<file path="src/rtl/rom_load_arbiter.sv">
// rtl/rom_load_arbiter.sv - HPS ROM download and core read arbiter for a shared single-port RAM
// Downloads own the RAM while the core is held in reset; at run time core reads win over a 1-entry write buffer.
module rom_load_arbiter #(
   parameter logic [16:0] ROM_SIZE    = 17'h0C000,
   parameter int unsigned HOLD_CYCLES = 16
) (
   input  logic        CLK,
   input  logic        RESET,
   input  logic        ioctl_download,
   input  logic        ioctl_wr,
   input  logic [24:0] ioctl_addr,
   input  logic [7:0]  ioctl_dout,
   input  logic        core_rd,
   input  logic [15:0] core_addr,
   input  logic [7:0]  mem_q,
   output logic [15:0] mem_addr,
   output logic [7:0]  mem_din,
   output logic        mem_we,
   output logic [7:0]  core_dout,
   output logic        core_rvalid,
   output logic        core_reset,
   output logic [16:0] load_bytes,
   output logic        err_oor,
   output logic        err_ovf
);

   localparam logic [7:0] HOLD_INIT = 8'(HOLD_CYCLES - 1);

   typedef enum logic [1:0] {S_IDLE, S_LOAD, S_HOLD, S_RUN} state_t;

   state_t      state, state_nxt;
   logic [7:0]  hold_cnt, hold_cnt_nxt;
   logic        buf_valid, buf_valid_nxt;
   logic [15:0] buf_addr, buf_addr_nxt;
   logic [7:0]  buf_data, buf_data_nxt;
   logic        rd_grant, rd_grant_nxt;
   logic [15:0] mem_addr_nxt;
   logic [7:0]  mem_din_nxt;
   logic        mem_we_nxt, rvalid_nxt, core_reset_nxt;
   logic [16:0] load_bytes_nxt;
   logic        err_oor_nxt, err_ovf_nxt;
   logic        drain;
   logic        addr_ok;

   assign addr_ok = (ioctl_addr < {8'd0, ROM_SIZE});

   // mem_q already lines up with the rvalid cycle, so the data path is gated rather than re-registered
   assign core_dout = core_rvalid ? mem_q : 8'd0;

   always_ff @(posedge CLK) begin
      if (RESET) state <= S_IDLE;
      else       state <= state_nxt;
   end

   always_comb begin
      state_nxt = state;
      case (state)
         S_IDLE: if (ioctl_download) state_nxt = S_LOAD;
         S_LOAD: if (!ioctl_download) state_nxt = S_HOLD;
         S_HOLD: begin
            if (ioctl_download)        state_nxt = S_LOAD;
            else if (hold_cnt == 8'd0) state_nxt = S_RUN;
         end
         S_RUN:  if (ioctl_download) state_nxt = S_LOAD;
         default: state_nxt = S_IDLE;
      endcase
   end

   always_comb begin
      mem_addr_nxt   = mem_addr;
      mem_din_nxt    = mem_din;
      mem_we_nxt     = 1'b0;
      core_reset_nxt = (state_nxt != S_RUN);
      rd_grant_nxt   = 1'b0;
      rvalid_nxt     = rd_grant && (state_nxt == S_RUN);
      hold_cnt_nxt   = hold_cnt;
      load_bytes_nxt = load_bytes;
      err_oor_nxt    = err_oor;
      err_ovf_nxt    = err_ovf;
      buf_valid_nxt  = buf_valid;
      buf_addr_nxt   = buf_addr;
      buf_data_nxt   = buf_data;
      drain          = 1'b0;
      if (state_nxt == S_LOAD && state != S_LOAD) load_bytes_nxt = 17'd0;
      case (state)
         S_LOAD: begin
            if (!ioctl_download) hold_cnt_nxt = HOLD_INIT;
            if (ioctl_wr) begin
               if (addr_ok) begin
                  mem_we_nxt   = 1'b1;
                  mem_addr_nxt = ioctl_addr[15:0];
                  mem_din_nxt  = ioctl_dout;
                  if (load_bytes != 17'h1FFFF) load_bytes_nxt = load_bytes + 17'd1;
               end else begin
                  err_oor_nxt = 1'b1;
               end
            end
         end
         S_HOLD: if (hold_cnt != 8'd0) hold_cnt_nxt = hold_cnt - 8'd1;
         S_RUN: begin
            if (core_rd) begin
               rd_grant_nxt = 1'b1;
               mem_addr_nxt = core_addr;
            end
            // a download request abandons any buffered run-time write
            if (!ioctl_download) begin
               drain = buf_valid && !core_rd;
               if (drain) begin
                  mem_we_nxt    = 1'b1;
                  mem_addr_nxt  = buf_addr;
                  mem_din_nxt   = buf_data;
                  buf_valid_nxt = 1'b0;
               end
               if (ioctl_wr) begin
                  if (!addr_ok) begin
                     err_oor_nxt = 1'b1;
                  end else if (buf_valid && !drain) begin
                     err_ovf_nxt = 1'b1;
                  end else begin
                     buf_valid_nxt = 1'b1;
                     buf_addr_nxt  = ioctl_addr[15:0];
                     buf_data_nxt  = ioctl_dout;
                  end
               end
            end else begin
               buf_valid_nxt = 1'b0;
            end
         end
         default: ;
      endcase
   end

   always_ff @(posedge CLK) begin
      if (RESET) begin
         mem_addr    <= 16'd0;
         mem_din     <= 8'd0;
         mem_we      <= 1'b0;
         core_reset  <= 1'b1;
         core_rvalid <= 1'b0;
         rd_grant    <= 1'b0;
         hold_cnt    <= 8'd0;
         load_bytes  <= 17'd0;
         err_oor     <= 1'b0;
         err_ovf     <= 1'b0;
         buf_valid   <= 1'b0;
         buf_addr    <= 16'd0;
         buf_data    <= 8'd0;
      end else begin
         mem_addr    <= mem_addr_nxt;
         mem_din     <= mem_din_nxt;
         mem_we      <= mem_we_nxt;
         core_reset  <= core_reset_nxt;
         core_rvalid <= rvalid_nxt;
         rd_grant    <= rd_grant_nxt;
         hold_cnt    <= hold_cnt_nxt;
         load_bytes  <= load_bytes_nxt;
         err_oor     <= err_oor_nxt;
         err_ovf     <= err_ovf_nxt;
         buf_valid   <= buf_valid_nxt;
         buf_addr    <= buf_addr_nxt;
         buf_data    <= buf_data_nxt;
      end
   end

endmodule

</file>
<file path="config.mk">
export PLATFORM = sky130hd
export DESIGN_NAME = rom_load_arbiter
export DESIGN_NICKNAME = d
export VERILOG_FILES = /design/src/rtl/rom_load_arbiter.sv
export SDC_FILE = /design/constraint.sdc
export NUM_CORES = 1
export LEC_CHECK = 0
export BUFFER_PORTS_ARGS = -buffer_cell sky130_fd_sc_hd__buf_2
export CAP_MARGIN = 30
export CORE_MARGIN = 2
export CORE_UTILIZATION = 52
export DETAILED_ROUTE_END_ITERATION = 10
export PLACE_DENSITY_LB_ADDON = 0.05
export SETUP_SLACK_MARGIN = 0.1
export SLEW_MARGIN = 30
export SYNTH_ARGS = -nofsm -noshare
export SYNTH_HDL_FRONTEND = slang
export SYNTH_SLANG_ARGS = --single-unit
</file>
<file path="constraint.sdc">
create_clock -name CLK -period 2.56 [get_ports CLK]
set_input_delay 0.256 -clock CLK [delete_from_list [all_inputs] [get_ports CLK]]
set_output_delay 0.256 -clock CLK [all_outputs]
set_load 0.02 [all_outputs]
</file>
=== Word-level counts from Yosys, hierarchy flattened ===
Index checks and enable logic that the tools add are counted.

* Register bits: 82
* Input bits: 62
* Output and inout bits: 54
* Word-level logic and storage cells: 93

* Add/subtract/negate cells: 2
* $lt $le $gt $ge: 1
* Equality and inequality tests: 14
* Multiplexer cells: 40
* Bitwise operators: 3
* Reduce and logical (&&, ||, !) cells: 19

{| class="wikitable"
|+ Operators with widths
! kind !! number
|-
| 17-bit 2-to-1 mux || 5
|-
| 16-bit 2-to-1 mux || 5
|-
| 8-bit 2-to-1 mux || 7
|-
| 16-bit one-hot mux with 2 select lines || 1
|-
| 8-bit one-hot mux with 2 select lines || 2
|-
| 25-bit by 16-bit < comparator with 1-bit output (second input constant) || 1
|-
| 17-bit by 1-bit adder with 17-bit output (second input constant) || 1
|-
| 17-bit != test (second input constant) || 1
|-
| 5-bit AND reduction || 3
|-
| 2-bit != test (second input constant) || 7
|-
| 1-bit 2-to-1 mux || 13
|-
| 8-bit logical NOT || 1
|-
| 2-bit 2-to-1 mux || 4
|-
| 8-bit nonzero test || 1
|-
| 8-bit by 1-bit subtractor with 8-bit output (second input constant) || 1
|-
| 2-bit equality test (second input constant) || 3
|-
| 2-bit one-hot mux with 3 select lines || 1
|-
| 3-bit AND reduction || 2
|-
| 2-bit by 1-bit equality test with 1-bit output (second input constant) || 2
|-
| 1-bit logical AND || 4
|-
| 1-bit one-hot mux with 2 select lines || 2
|-
| 2-bit nonzero test || 2
|-
| 2-bit OR reduction || 2
|-
| 1-bit inverter || 3
|-
| 4 further kinds || 5
|}

=== Logic depth before layout (Yosys ltp) ===
Gate-level depths: netlist (run 1).

* Depth after elaboration: 11
* Mapped depth: 12
* Gate-level depth less buffers: 11

=== Least setup slack after synthesis (run 1) ===
No wires, ideal clock.

* Kind: flip-flop to flip-flop
* Start: register load_bytes[0]
* End: register load_bytes[2]
* Setup time: 0.128 ns
* Arrival time: 2.225 ns
* Data required time: 2.432 ns
* Setup slack: 0.208 ns
* Cell stages (with the launch flop): 13
* Buffers on the path: 1
* Clock period less this slack: 2.352 ns
* Cells stage by stage: dfxtp_1 > ha_1 > nand3_1 > nor2_1 > nand3_1 > nor2_1 > ha_1 > and3b_1 > nand4_1 > clkbuf_1 > a21oi_1 > a31oi_1 > nor2_1

* Cells in the longest elaborated chain, start to end: 5

{| class="wikitable"
|+ RTL lines
! what !! RTL line !! text
|-
| start: declaration || 22 || <nowiki>output logic [16:0] load_bytes,</nowiki>
|-
| start signal: assignment || 156 || <nowiki>load_bytes <= load_bytes_nxt;</nowiki>
|-
| 17-bit by 1-bit adder with 17-bit output or 17-bit != test (tied branches) || 93 || <nowiki>if (load_bytes != 17'h1FFFF) load_bytes_nxt = load_bytes + 17'd1;</nowiki>
|-
| 17-bit 2-to-1 mux * || 93 ||
|-
| 17-bit 2-to-1 mux * || 89 || <nowiki>if (addr_ok) begin</nowiki>
|-
| 17-bit 2-to-1 mux * || 88 || <nowiki>if (ioctl_wr) begin</nowiki>
|-
| 17-bit 2-to-1 mux * || 85 || <nowiki>case (state)</nowiki>
|}

Mark *: on every way between the ends. The rest lies on a longest branch, timed or not.
A chain may end at the register's enable or synchronous reset.

=== Worst setup path after layout (run 1) ===
* Start: register load_bytes[0]
* End: register load_bytes[5]

The elaborated chain is that of the path after synthesis.

==> results.tsv, run 1 <==
metric	value	unit
path_clk_slew	0.09	ns
diodes	0	
cap_viol_max_count	0	
fin_crit	2.293	ns
synth_most_common_cell	dfxtp_1	
cp_slowest_cell	dfxtp_2	
finClkSkew	0.007446	ns
r2r_cells	11	
synth_top_flop_cell	dfxtp_1	
cts_buffers	9	
ant_nets	0	
die_h	90.87	um
crit_cells	11	
met2_length	4848	um
cp-end-kind	flop	
period_share	89.57	%
p_leak	1.991	nW
synthesis.area	0.003924	mm^2
core	0.007292	mm^2
cts_hold_buf	0	
cpLargestDelayFamily	simple AND/OR/NAND/NOR gates	
max-slew-margin-rel	51.63	%
tightest_slew	0.7256	ns
netlist_instances	454	
io_pins	116	
setup.worst_path.start	load_bytes[0]	
port_buffers	115	
topRoutingLayerUsed	met4	
critPathRequiredTime	2.83	ns
synth_largest_area_cell	dfxtp_1	
final_layout_size_suffix_gt1_share	29.66	%
crit_type	flop to flop	
grt_max_degree	40	
wl_met1	4427	um
hp-class	primary input to flop	
routabilityCongestion	0.8631	
grt_pass1_vias	3640	
clock_latency	0.35	ns
rr_startpoint	load_bytes[0]	
htreeDepth	3	
rsz0062_at_grt	false	
path_buf_inv	1	
crit_end	load_bytes[5]	
p_per_area	612.9	mW/mm^2
cts_tree	yes	
drtIter0Drc	118	
cp-start-kind	flop	
gr-total-overflow	0	
fmax	436.1	MHz
die-area	0.008256	mm^2
clk_path_buf_depth	2	
drv_slew	0	
hold_viol	0	
grt_pass1_wl	16850	um
antenna_found_initial	0	
yosys_warnings	0	
initial_core_util	53.81	%
num_vias	3850	
cp.arrival	2.56	ns
finish.utilization	67.28	%
reg2reg_slack	0.27	ns
areaGrowthSynthToFinish	25.03	%
root_buffer	clkbuf_8	
postSynthAreaPerCell	8.643	um^2
placed_cell_area	0.004659	mm^2
route.detailed.drc	0	
reg2reg_to	load_bytes[5]	
fin_area	0.004906	mm^2
hpwlAfterDp	6935	um
synthTopCellsByCount	dfxtp_1, nor2_1, a21oi_1, mux2i_1, nand3_1	
cp_cell_sequence	ha_2 -> nand3_2 -> nor2_4 -> nand3_2 -> nor2_2 -> ha_2 -> and3b_1 -> nand4_1 -> buf_4 -> or3_1 -> a31oi_1	
syn-num-nets	522	
dr_wl_met3	640	um
yosys_register_bits	82	
cp_max_fo	6	
status	finished clean	
drt-wirelength-per-cell	14.81	um
drt-pass1-iter-count	4	
die_x	90.87	um
ys_seq_area_share	41.84	%
setup_violations	0	
ir_worst_vdd	357.7	uV
grt.total_usage	24.54	%
synth.area.top_cells	dfxtp_1, nor2_1, mux2i_1	
cpPeakStageDelay	0.35	ns
clkSinkCount	82	
synthDistinctLibCells	59	
viasPerCell	5.670	
placementRows	31	
synth_edf_count	0	
async_flop_share	0	%
synth_top_area_share	41.84	%
num-nets-final	643	
wl	10060	um
setup_tns	0	ns
-- worst min-delay path by stage --
| stage | depth (start not counted) | startpoint | slack (ns) | to |
|---|---|---|---|---|
| CTS | 3 | ioctl_addr[3] | 0.15 | buf_addr[3] |
| global route | 3 | ioctl_dout[0] | 0.16 | buf_data[0] |
| floorplan | 2 | rd_grant | 0.40 | core_rvalid |
| finish | 3 | ioctl_addr[1] | 0.16 | buf_addr[1] |
| detailed placement | 2 | rd_grant | 0.43 | core_rvalid |
| global placement | 2 | rd_grant | 0.43 | core_rvalid |
-- tightest hold or removal path: stages --
cell	delay, ns
buf_2	0.09
mux2i_1	0.06
nor2_1	0.07
-- per-layer routing --
layer	global-route usage [%]	up-vias
met1	30.80	1816
li1	-	1893
met4	8.460	0
met3	5.008	13
met5	0	-
met2	41.98	128
-- sequential cells by signal, indices dropped and copies added (netlist names) --
signal       flops
buf_data         8
hold_cnt         8
err_ovf          1
state            2
core_rvalid      1
buf_addr        16
mem_din          8
mem_we           1
rd_grant         1
buf_valid        1
mem_addr        16
load_bytes      17
core_reset       1
err_oor          1
-- cells by family after synthesis --
logic type | synth area share (%)
AND/OR/NAND/NOR | 23.25
AO/OA/AOI/OAI | 21.11
flip-flops | 41.84
buffers and inverters | 3.762
multiplexers | 6.122
XOR/XNOR | 2.009
adder cells (fa/ha/maj) | 1.913
-- timing repair --
action                     4_1_cts  5_1_grt
buffers inserted                 0        3
gates resized for setup          0       11
hold endpoints to repair         0        0
setup endpoints to repair        0       17
-- metrics by stage --
stage	std cells	power [mW]	hold WS (ns)	setup slack [ns]
after floorplan	454	1.913	0.4015	0.2076
after global placement	660	2.094	0.4307	0.2351
after detailed placement	660	2.112	0.4270	0.1257
after CTS	676	3.015	0.1509	0.1123
after global routing	679	3.176	0.1644	0.07289
final	679	3.007	0.1587	0.2669
-- layout by cell type, fill, tap and decap left out, types with 3 or more instances in the layout --
master      n
ha_2        3
xor2_1      7
inv_1       9
a31oi_1     9
nor2_1     76
a211oi_1   10
a22oi_1    17
or3_1       6
nand3_1    19
nand3b_1    8
nand2b_1    6
buf_4      18
nand2_1    15
nand4_1     7
and2_1     10
a22o_1     15
a21oi_1    25
mux2i_1    24
ha_1        3
buf_2     115
o22ai_1     3
clkbuf_8    9
nor3_1      9
a21o_1      3
and3_1      3
dfxtp_1    80
nand3_2     3
o21ai_0    17
-- cell type report --
type	instances	area [um^2]
well taps	99	123.9
fillers	659	2386
clock inverters	5	55.05
clock buffers	11	131.4
flip-flops and latches	82	1644
inverters	9	33.78
multi-input cells	338	2176
repair buffers	135	742.0
-- power breakdown --
group,switching (mW),internal [mW]
Combinational,0.394,0.277
Sequential,0.0723,1.35
Clock,0.469,0.449
Total,0.935,2.07
No activity file was read; power rests on OpenSTA's default activity.
==> run 2: changes to the inputs <==
RECOVER_POWER = 100   (was unset)
==> run 2 against run 1 <==
  * Clock power is essentially flat
  * Highest routed layer unchanged
  * Clock skew is 0.00073 ns higher
  * Largest power group unchanged
  * First-iteration DRC count grew 20%
  * Design area is 1.7% lower
  * Sequential power hardly changed
  * Critical path depth is the same
  * Combinational power shrank 2%
  * Register-to-register slack lost 0.04 ns
==> results.tsv, run 2 (same netlist as run 1, synthesis figures left out) <==
metric	value	unit	change
cp.arrival	2.61	ns	+0.05 ns
cpLargestDelayFamily	simple AND/OR/NAND/NOR gates		
final_cell_mix	dfxtp_1, nor2_1, buf_2		
largest_reg_flops	17		unchanged
cpPeakStageDelay	0.35	ns	about the same
path_clk_slew	0.09	ns	about the same
largestRegisters	load_bytes x17, buf_addr x16, mem_addr x16		
place_ws	0.1257	ns	unchanged
cp_cell_sequence	ha_2 -> nand3_2 -> nor2_4 -> nand3_2 -> nor2_2 -> ha_1 -> and3b_1 -> nand4_1 -> clkbuf_4 -> or3_1 -> a31oi_1		
ant_nets	0		unchanged
hold_viol	0		unchanged
hp-class	primary input to flop		
cp-start-kind	flop		
ir_worst_vdd	357.4	uV	about the same
final_layout_size_suffix_gt1_share	19.66	%	-10 points
root_buffer	clkbuf_8		
htreeDepth	3		unchanged
critPathMostFrequentCell	nand3_2		
fill_cells	689		+4.6%
diodes	0		unchanged
cp_max_fo	6		unchanged
tightest_slew	0.7229	ns	-0.002630 ns
min_from	ioctl_addr[1]		
p_total	2.993	mW	-0.47%
fmax	428.4	MHz	-1.8%
setup_tns	0	ns	unchanged
clk_path_buf_depth	2		unchanged
grt.total_usage	24.54	%	unchanged
cap_viol_max_count	0		unchanged
r2r_cells	11		unchanged
cts_tree	yes		
num_vias	3858		+0.21%
path_buf_inv	1		unchanged
io_pins	116		unchanged
p_leak	1.751	nW	-12%
rr_startpoint	load_bytes[0]		
clkSinkCount	82		unchanged
wl	10070	um	about the same
drt-wirelength-per-cell	14.82	um	about the same
clock_latency	0.35	ns	about the same
p_per_area	620.6	mW/mm^2	+1.3%
period_share	91.18	%	+1.6 points
drv_slew	0		unchanged
timing.final.ws_setup	0.2258	ns	-0.04111 ns
num-nets-final	643		unchanged
areaGrowthSynthToFinish	22.90	%	
crit_cells	11		unchanged
reg2reg_slack	0.23	ns	-0.04 ns
setup_violations	0		unchanged
critPathRequiredTime	2.83	ns	about the same
route.detailed.drc	0		unchanged
rsz0062_at_grt	false		
status	finished clean		
grt_pass1_vias	3640		unchanged
cp_slowest_cell	dfxtp_2		
core	0.007292	mm^2	unchanged
initial_core_util	53.81	%	unchanged
whs	0.1574	ns	-0.001304 ns
die-area	0.008256	mm^2	unchanged
layout_commonest_cell	dfxtp_1		
crit_end	load_bytes[5]		
crit_type	flop to flop		
routabilityCongestion	0.8631		unchanged
max-slew-margin-rel	51.81	%	+0.18 points
hpwlAfterDp	6935	um	unchanged
placementRows	31		unchanged
grt_max_degree	40		unchanged
cp-end-kind	flop		
die_h	90.87	um	unchanged
finClkSkew	0.008177	ns	+0.0007308 ns
grt_pass1_wl	16850	um	unchanged
viasPerCell	5.682		+0.21%
port_buffers	115		unchanged
drt-pass1-iter-count	6		+2
antenna_found_initial	0		unchanged
drtIter0Drc	142		+20%
top_register	load_bytes		
reg2reg_to	load_bytes[5]		
die_x	90.87	um	unchanged
setup.worst_path.start	load_bytes[0]		
fin_crit	2.334	ns	+0.04111 ns
gr-total-overflow	0		unchanged
cts_buffers	9		unchanged
==> run 2: worst min path at each step <==
stage                   to  slack, ns  depth (start not counted)
3_3_place_gp   core_rvalid       0.43                          2
4_1_cts        buf_addr[3]       0.15                          3
5_1_grt        buf_data[0]       0.16                          3
2_1_floorplan  core_rvalid       0.40                          2
6_report       buf_addr[1]       0.16                          3
3_5_place_dp   core_rvalid       0.43                          2
==> run 2: per-layer routing <==
metal / up-vias / GRT usage, % / wire length (um)
met5: - / 0 / 0
met1: 1800 / 30.80 / 4374
met4: 0 / 8.460 / 123
li1: 1894 / - / -
met2: 149 / 41.98 / 4869
met3: 15 / 5.008 / 697
==> run 2: report_power, final <==
group	switching (mW)	leakage [nW]	total, mW	internal (mW)
Clock	0.465	0.0893	0.914	0.448
Combinational	0.395	0.999	0.660	0.265
Sequential	0.0725	0.663	1.42	1.35
==> run 2: final cells by class <==
cell class | instances | area, um^2 | share of cell area [%]
multi-input combinational | 338 | 2171 | 45.02
timing repair buffer | 135 | 663.1 | 13.75
tap | 99 | 123.9 | 2.569
clock buffer | 11 | 131.4 | 2.724
sequential | 82 | 1644 | 34.09
clock inverter | 5 | 55.05 | 1.142
inverter | 9 | 33.78 | 0.7006
==> run 2: timing repair <==
action | CTS | global route
resized for setup | 0 | 11
hold buffers | 0 | 0
endpoints found under the setup margin | 0 | 17
buffers inserted | 0 | 3
==> run 2: worst reg2reg max path, stage by stage, from the launching register on <==
cell and delay [ns]:
dfxtp_2 0.35, ha_2 0.21, nand3_2 0.12, nor2_4 0.05, nand3_2 0.09, nor2_2 0.05
ha_1 0.21, and3b_1 0.24, nand4_1 0.19, clkbuf_4 0.23, or3_1 0.34, a31oi_1 0.17
==> run 2: through the flow <==
step	area, um^2	util, %	instances
2_1_floorplan	3924	-	454
3_3_place_gp	4659	63.90	660
3_5_place_dp	4659	63.90	660
4_1_cts	4846	66.46	676
5_1_grt	4822	66.13	679
6_report	4822	66.13	679
